[config.mk]
export PLATFORM = sky130hd
export DESIGN_NAME = icache_inval_gen
export DESIGN_NICKNAME = d
export VERILOG_FILES = /design/src/rtl/drac_icache_pkg.sv /design/src/rtl/icache_inval_fifo.sv /design/src/rtl/icache_inval_gen.sv
export SDC_FILE = /design/constraint.sdc
export NUM_CORES = 1
export LEC_CHECK = 0
export ABC_AREA = 1
export ABC_CLOCK_PERIOD_IN_PS = 3700
export CAP_MARGIN = 20
export CORE_MARGIN = 2
export CORE_UTILIZATION = 50
export DETAILED_ROUTE_END_ITERATION = 10
export PLACE_DENSITY_LB_ADDON = 0.1
export SETUP_SLACK_MARGIN = 0.1
export SLEW_MARGIN = 40
export SYNTH_ARGS = -nofsm -noshare
export SYNTH_HDL_FRONTEND = slang
export SYNTH_SLANG_ARGS = --single-unit
[constraint.sdc]
create_clock -name clk_i -period 3.7 [get_ports clk_i]
set_clock_uncertainty 0.2 [all_clocks]
set_input_delay 0.37 -clock clk_i [delete_from_list [all_inputs] [get_ports clk_i]]
set_output_delay 0.37 -clock clk_i [all_outputs]
set_load 0.01 [all_outputs]
[src/rtl/drac_icache_pkg.sv]
// drac_icache_pkg: shared widths, packet layout, command and FSM types for the
// icache invalidation producer.
package drac_icache_pkg;
    localparam int ICACHE_IDX_WIDTH = 8;
    localparam int ICACHE_N_WAY     = 4;
    localparam int ICACHE_WAY_WIDTH = $clog2(ICACHE_N_WAY);

    localparam int PKT_VALID    = 15;
    localparam int PKT_ALL_WAYS = 14;
    localparam int PKT_IDX_HI   = 13;
    localparam int PKT_IDX_LO   = 6;
    localparam int PKT_WAY_HI   = 1;
    localparam int PKT_WAY_LO   = 0;

    typedef struct packed {
        logic                        walk;
        logic                        all_ways;
        logic [ICACHE_IDX_WIDTH-1:0] index;
        logic [ICACHE_WAY_WIDTH-1:0] way;
    } inval_cmd_t;

    typedef struct packed {
        logic                        valid;
        logic                        all_ways;
        logic [ICACHE_IDX_WIDTH-1:0] index;
        logic [3:0]                  zero;
        logic [ICACHE_WAY_WIDTH-1:0] way;
    } inval_pkt_t;

    typedef enum logic [1:0] {S_IDLE, S_SINGLE, S_WALK} inval_state_e;
endpackage

[src/rtl/icache_inval_fifo.sv]
// icache_inval_fifo: parametric synchronous FIFO with full/empty flags; push
// when full and pop when empty are ignored.
module icache_inval_fifo #(
    parameter int WIDTH = 12,
    parameter int DEPTH = 4
) (
    input  logic             clk_i,
    input  logic             rst_i,
    input  logic             push,
    input  logic             pop,
    input  logic [WIDTH-1:0] wdata,
    output logic [WIDTH-1:0] rdata,
    output logic             full,
    output logic             empty
);
    localparam int AW = $clog2(DEPTH);
    logic [WIDTH-1:0] mem [DEPTH];
    logic [AW-1:0]    wr_ptr, rd_ptr;
    logic [AW:0]      count;
    logic             wr_en, rd_en;
    assign full  = count == (AW+1)'(DEPTH);
    assign empty = count == '0;
    assign rdata = mem[rd_ptr];
    assign wr_en = push & ~full;
    assign rd_en = pop & ~empty;
    always_ff @(posedge clk_i) begin
        if (wr_en) mem[wr_ptr] <= wdata;
    end
    always_ff @(posedge clk_i) begin
        if (rst_i) begin
            wr_ptr <= '0;
            rd_ptr <= '0;
            count  <= '0;
        end else begin
            if (wr_en) wr_ptr <= wr_ptr + 1'b1;
            if (rd_en) rd_ptr <= rd_ptr + 1'b1;
            count <= count + {{AW{1'b0}}, wr_en} - {{AW{1'b0}}, rd_en};
        end
    end
endmodule

[src/rtl/icache_inval_gen.sv]
// icache_inval_gen: queues single-line/whole-cache invalidation commands and emits one
// 16-bit packet per line. ICACHE_INVAL_CNT_EN adds accepted-packet and walk counters.
module icache_inval_gen
    import drac_icache_pkg::*;
#(
    parameter int FIFO_DEPTH = 4,
    parameter int IDX_W      = ICACHE_IDX_WIDTH,
    parameter int N_WAY      = ICACHE_N_WAY
) (
    input  logic                     clk_i,
    input  logic                     rst_i,
    input  logic                     cmd_valid_i,
    output logic                     cmd_ready_o,
    input  logic                     cmd_walk_i,
    input  logic                     cmd_all_ways_i,
    input  logic [IDX_W-1:0]         cmd_index_i,
    input  logic [$clog2(N_WAY)-1:0] cmd_way_i,
    input  logic                     flush_ena_i,
    input  logic                     stall_i,
    output logic [15:0]              inval_o,
    output logic                     busy_o,
    output logic                     done_o
`ifdef ICACHE_INVAL_CNT_EN
    ,
    output logic [31:0]              inval_cnt_o,
    output logic [15:0]              walk_cnt_o
`endif
);
    inval_cmd_t   in_cmd, head, cur, next_cmd;
    inval_pkt_t   pkt;
    inval_state_e state, state_n;
    logic [IDX_W-1:0] idx;
    logic empty, full, accept, last, load, pop, bypass, push;

    assign in_cmd = '{walk: cmd_walk_i, all_ways: cmd_all_ways_i, index: cmd_index_i, way: cmd_way_i};
    assign cmd_ready_o = ~full;
    assign accept   = (state != S_IDLE) & ~flush_ena_i & ~stall_i;
    assign last     = (state == S_SINGLE) | ((state == S_WALK) & (&idx));
    assign load     = (state == S_IDLE) | (accept & last);
    assign pop      = load & ~empty;
    // An empty FIFO hands a new command straight to the sequencer to save a cycle.
    assign bypass   = load & empty & cmd_valid_i;
    assign push     = cmd_valid_i & ~full & ~bypass;
    assign next_cmd = pop ? head : in_cmd;
    assign busy_o   = ~empty | (state != S_IDLE);
    assign inval_o  = pkt;

    icache_inval_fifo #(.WIDTH($bits(inval_cmd_t)), .DEPTH(FIFO_DEPTH)) u_fifo (
        .clk_i (clk_i),
        .rst_i (rst_i),
        .push  (push),
        .pop   (pop),
        .wdata (in_cmd),
        .rdata (head),
        .full  (full),
        .empty (empty)
    );

    always_comb begin
        state_n = state;
        if (load) state_n = (pop | bypass) ? (next_cmd.walk ? S_WALK : S_SINGLE) : S_IDLE;
    end

    always_comb begin
        pkt = '0;
        if (state != S_IDLE) begin
            pkt.valid    = 1'b1;
            pkt.all_ways = cur.walk | cur.all_ways;
            pkt.index    = cur.walk ? idx : cur.index;
            pkt.way      = (cur.walk | cur.all_ways) ? '0 : cur.way;
        end
    end

    always_ff @(posedge clk_i) begin
        if (rst_i) begin
            state  <= S_IDLE;
            cur    <= '0;
            idx    <= '0;
            done_o <= 1'b0;
        end else begin
            state  <= state_n;
            done_o <= accept & last;
            if (pop | bypass) cur <= next_cmd;
            if (accept & cur.walk) idx <= idx + 1'b1;
        end
    end

`ifdef ICACHE_INVAL_CNT_EN
    always_ff @(posedge clk_i) begin
        if (rst_i) begin
            inval_cnt_o <= '0;
            walk_cnt_o  <= '0;
        end else begin
            if (accept & ~&inval_cnt_o) inval_cnt_o <= inval_cnt_o + 1'b1;
            if (accept & last & cur.walk) walk_cnt_o <= walk_cnt_o + 1'b1;
        end
    end
`endif
endmodule

==> results of run 1 <==
==> tightest hold or removal path, stage by stage (launching register included) <==
cell and delay (ps):
dfxtp_1 330, nand2_1 60, a21oi_1 50
==> flip-flops by register name, indices dropped and copies added, names as in the netlist, named ones only <==
name           count
u_fifo.count       3
cur               12
u_fifo.rd_ptr      2
done_o             1
state              2
idx                8
u_fifo.mem        48
u_fifo.wr_ptr      2
==> cells by family after synthesis <==
kind of cell / Yosys count / synth area share [%]
and+or+nand+nor: 124 / 15.3
AOI/OAI and AO/OA: 98 / 15.0
DFF: 80 / 58.3
buffers and inverters: 62 / 7.84
adders and majority gates: 8 / 3.01
xor gates and xnor gates: 2 / 0.490
other: 1 / 0.105
==> metrics by stage <==
stage | power [mW] | setup slack [ps] | util [%]
final | 3.05 | 804 | 59.9
after global placement | 2.45 | 681 | 57.3
after global routing | 3.28 | 625 | 59.9
after detailed placement | 2.47 | 608 | 57.3
after floorplan | 2.13 | 1160 | -
after CTS | 3.08 | 779 | 59.9
==> routing by layer <==
| layer | vias up | wire, um | track usage [%] |
|---|---|---|---|
| met5 | - | 0 | 0 |
| met4 | 0 | 115 | 7.85 |
| met3 | 10 | 160 | 3.08 |
| met2 | 32 | 3360 | 32.0 |
| met1 | 1177 | 3360 | 25.2 |
| li1 | 1302 | - | - |
==> final cells by class <==
cell class,count,area (um2)
Clock buffer,12,135
Clock inverter,4,45.0
Fill cell,621,2750
Inverter,43,163
Multi-Input combinational cell,236,1220
Sequential cell,80,2080
Tap cell,96,120
Timing Repair Buffer,36,348
==> cell usage after synthesis (all sizes together) <==
master	count	share of area [%]
o22a	11	2.7
inv	42	4.4
xnor2	1	0.25
nand3	10	1.5
dfxtp	32	18
nor3	2	0.74
nor2	85	9.4
nand2	27	3.6
conb	1	0.10
ha	7	2.5
fa	1	0.56
o21ai	64	9.0
buf	9	2.2
edfxtp	48	40
xor2	1	0.25
clkinv	1	0.14
clkbuf	10	1.1
a21oi	23	3.3
==> final timing paths <==
check	start	end	slack, ps
worst max-delay path	idx[0]	u_fifo.count[2]	800
worst min-delay path	idx[6]	idx[7]	280
worst max register to register	idx[0]	u_fifo.count[2]	800
worst min register to register	idx[6]	idx[7]	280
==> report_power, final <==
part           internal (mW)  switching, mW  total [mW]
combinational          0.458          0.726        1.18
clock                  0.310          0.301       0.611
sequential              1.14          0.119        1.26
total                   1.90           1.15        3.05
==> layout by cell type (no fill, tap or decap), drive strengths merged <==
master | Yosys | routed
xnor2 | 1 | 1
inv | 42 | 42
nor3 | 2 | 2
o21ai | 64 | 64
nand3 | 10 | 10
ha | 7 | 7
conb | 1 | 4
xor2 | 1 | 1
clkdlybuf4s50 | 0 | 31
fa | 1 | 1
dfxtp | 32 | 32
buf | 9 | 5
bufinv | 0 | 1
a21oi | 23 | 23
edfxtp | 48 | 48
clkbuf | 10 | 12
nor2 | 85 | 85
clkinv | 1 | 4
nand2 | 27 | 27
o22a | 11 | 11
==> results_dict.tcl, run 1 <==
set metrics [dict create \
    cp.depth 17 \
    layout.nets 431 \
    min_period_ps 2900 \
    totalNegativeSetupSlack_ps 0 \
    clkTransAtPathRegs_ps 80 \
    crit_buf_inv 4 \
    cts_sinks 80 \
    worstSkewPairLatency_ps 350 \
    min_period_over_period_pct 78.3 \
    cts_buffers 9 \
    chipHeight_um 88.5 \
    cts_tree "done" \
    pwr_density_cell_mw_per_mm2 741 \
    drt_pass1_iterations 4 \
    initial_utilization_pct 52.0 \
    die_area_mm2 0.00784 \
    antenna_found_initial 0 \
    critPathMaxFanout 16 \
    wl_um 7000 \
    fmax_mhz 345 \
    grt_pass1_vias 2375 \
    worstPathRequired_ps 3780 \
    syn_area_per_cell_um2 9.53 \
    grtUsageTotal_pct 19.2 \
    wl_per_cell_um 13.8 \
    drv_slew 0 \
    ctsHtreeMaxLevel 3 \
    cp_cell_sequence "ha_1, nand3_1, nor2_1, nand2_1, nand2_2, nand2_4, nand2_4, nand2_4, clkinv_2, ha_1, inv_1, ha_1, inv_1, fa_1, inv_1, o21ai_0, a21oi_1" \
    cp_top_family "adder cells" \
    cp_slowest_cell "ha_1" \
    dp_cells 491 \
    setup.worst_path.class "register to register" \
    worstRegToRegCells 17 \
    finalHoldViolCount 0 \
    hp-class "register to register" \
    status "completed" \
    yosysSeqAreaShare_pct 58.3 \
    final_antenna_net_count 0 \
    ioPinCount 36 \
    worstMarginPinSlew_ps 734 \
    core-area_mm2 0.00687 \
    cp.arrival_ps 2980 \
    drc 0 \
    cts_setup_buffers 0 \
    hold_slack_ps 279 \
    ys_types 29 \
    min_path_cells 2 \
    die_w_um 88.5 \
    drv_cap 0 \
    rsz0062_at_grt "no" \
    rows 30 \
    setup_viol 0 \
    endpoint_kind "register" \
    hpwl_um 4700 \
    ys_seq_elements 80 \
    relSlewSlack_pct 51.0 \
    syn-cell-area_mm2 0.00357 \
    root_buffer "clkbuf_8" \
    postCtsResizedCells 0 \
    final_cells 507 \
    grt_pass1_wl_um 11300 \
    design_area_mm2 0.00412 \
    drt_iter0_drc 118 \
    syn_to_final_growth_pct 15.2 \
    yosysWarningCount 0 \
    overflow 0 \
    syn_inst 375 \
    viasPerCell 4.97 \
    gp_congestion 0.786 \
    final_layout_size_suffix_gt1_share_pct 7.79 \
    slowest_delay_ps 360 \
    leakagePower_nw 1.55 \
    vias 2521 \
    grt_start_max_net_pins 26 \
    port_buffers 31 \
    place_area_mm2 0.00394 \
    clock_path_buffers 2 \
    setup.worst_path.start_class "register" \
    antenna_cells 0 \
    peakVddDrop_v 0.000355 \
    ctsHoldBuffers 0 \
]
(Power assumes the default switching activity.)
==> run 2, diff against run 1 <==
Settings changed: ABC_CLOCK_PERIOD_IN_PS 3700 to 2900.
Clock period 3.7 ns to 2.9 ns, I/O delays scaled along.
==> results_dict.tcl, run 2 (synthesized netlist as in run 1, its figures left out) <==
set metrics [dict create \
    chipHeight_um 88.5 \
    drc 0 \
    grt_pass1_wl_um 11900 \
    wl_per_cell_um 14.2 \
    worstPathRequired_ps 2980 \
    drt_iter0_drc 206 \
    slowest_delay_ps 360 \
    final_cell_mix "81 x nor2_1, 57 x o21ai_0, 48 x edfxtp_1" \
    final_common_cell "nor2_1" \
    syn_to_final_growth_pct 16.9 \
    worstSkewPairLatency_ps 340 \
    largest_register_ffs 48 \
    cp.arrival_ps 2620 \
    viasPerCell 5.06 \
    endpoint_kind "register" \
    die_w_um 88.5 \
    drt_pass1_iterations 4 \
    setup.worst_path.class "register to register" \
    grt_pass1_vias 2482 \
    setup_viol 0 \
    drv_slew 0 \
    cts_tree "done" \
    grt_start_max_net_pins 26 \
    vias 2584 \
    dp_cells 495 \
    cp_cell_sequence "ha_1, nand3_1, nor2_1, nand2_1, nand2_2, nand2_4, nand2_4, nand2_4, clkinv_2, ha_1, inv_1, ha_1, inv_1, fa_1, inv_1, o21ai_0, a21oi_1" \
    ctsHtreeMaxLevel 3 \
    cts_buffers 9 \
    critPathMaxFanout 4 \
    fmax_mhz 394 \
    final_layout_size_suffix_gt1_share_pct 9.40 \
    drv_cap 0 \
    status "completed" \
    antenna_found_initial 0 \
    relSlewSlack_pct 49.4 \
    gp_congestion 0.806 \
    setup.worst_path.start_class "register" \
    port_buffers 31 \
    grtUsageTotal_pct 20.6 \
    leakagePower_nw 1.59 \
    rsz0062_at_grt "no" \
    initial_utilization_pct 52.0 \
    cp_slowest_cell "fa_1" \
    clock_path_buffers 2 \
    cp_top_family "adder cells" \
    peakVddDrop_v 0.000602 \
    wl_um 7260 \
    cts_sinks 80 \
    biggestRegsByFlops "u_fifo.mem: 48 flops, cur: 12 flops, idx: 8 flops" \
    hpwl_um 4760 \
    cts_setup_buffers 0 \
    totalNegativeSetupSlack_ps 0 \
    min_period_over_period_pct 87.5 \
    antenna_cells 0 \
    final_antenna_net_count 0 \
    clkTransAtPathRegs_ps 80 \
    rows 30 \
    regMostFlops "u_fifo.mem" \
    layout.nets 435 \
    finalHoldViolCount 0 \
    ctsHoldBuffers 0 \
    root_buffer "clkbuf_8" \
    min_period_ps 2540 \
    final_cells 511 \
    core-area_mm2 0.00687 \
    worstMarginPinSlew_ps 757 \
    postCtsResizedCells 0 \
    hp-class "register to register" \
    post-route-util_pct 60.8 \
    overflow 0 \
    die_area_mm2 0.00784 \
    crit_buf_inv 4 \
    ioPinCount 36 \
    pwr_density_cell_mw_per_mm2 972 \
]
## run 2: cell types whose count changed in the layout (fill, tap and decap cells not counted)
cell and delta:
buf_4 +4, clkbuf_1 -2, bufinv_16 +1, clkinv_2 -1
clkinv_4 +1, clkinvlp_2 +1, nor2_1 -1, nor2_2 +1
## run 2: worst paths after layout
path	from	end	slack [ps]	cells after the start
hold / removal	idx[6]	idx[7]	270	2
setup / recovery	idx[0]	u_fifo.count[2]	360	17
setup reg to reg	idx[0]	u_fifo.count[2]	360	17
hold reg to reg	idx[6]	idx[7]	270	2
## run 2: metrics by stage
step,hold slack (ps),total power [mW],area (um2),worst slack [ps]
floorplan,189,2.72,3580,360
global placement,266,3.19,3970,305
detailed placement,264,3.23,3970,260
CTS,276,4.10,4180,352
global route,298,4.39,4180,153
finish,268,4.06,4180,363
## run 2: power by group
part | total [mW] | internal (mW) | leakage (nW) | switching [mW]
combinational | 1.61 | 0.625 | 0.779 | 0.986
sequential | 1.58 | 1.45 | 0.700 | 0.131
clock | 0.868 | 0.481 | 0.106 | 0.387
## run 2: layer usage
| metal | global-route usage, % | part of all wire (%) | vias to the layer above |
|---|---|---|---|
| li1 | - | - | 1310 |
| met1 | 26.3 | 44 | 1208 |
| met2 | 35.0 | 49 | 56 |
| met3 | 4.48 | 5.8 | 10 |
| met4 | 6.61 | 1.4 | 0 |
| met5 | 0 | 0 | - |
## run 2: final cells by class
cell class,instances,area [um2]
Sequential cell,80,2080
Multi-Input combinational cell,236,1220
Clock buffer,10,128
Timing Repair Buffer,40,378
Inverter,43,163
Fill cell,596,2690
Tap cell,96,120
Clock inverter,6,83.8
## run 2: worst min-delay path: cells and delay by family (launching register included)
family | cells | cell delay [ps]
DFF | 1 | 320
and+or+nand+nor | 1 | 60
AOI/OAI and AO/OA | 1 | 50
==> run 3, diff against run 2 <==
Settings changed: CTS_CLUSTER_SIZE set to 20.
==> results of run 3 <==
No change in the layout: final DEF, timing and power equal those of run 2.
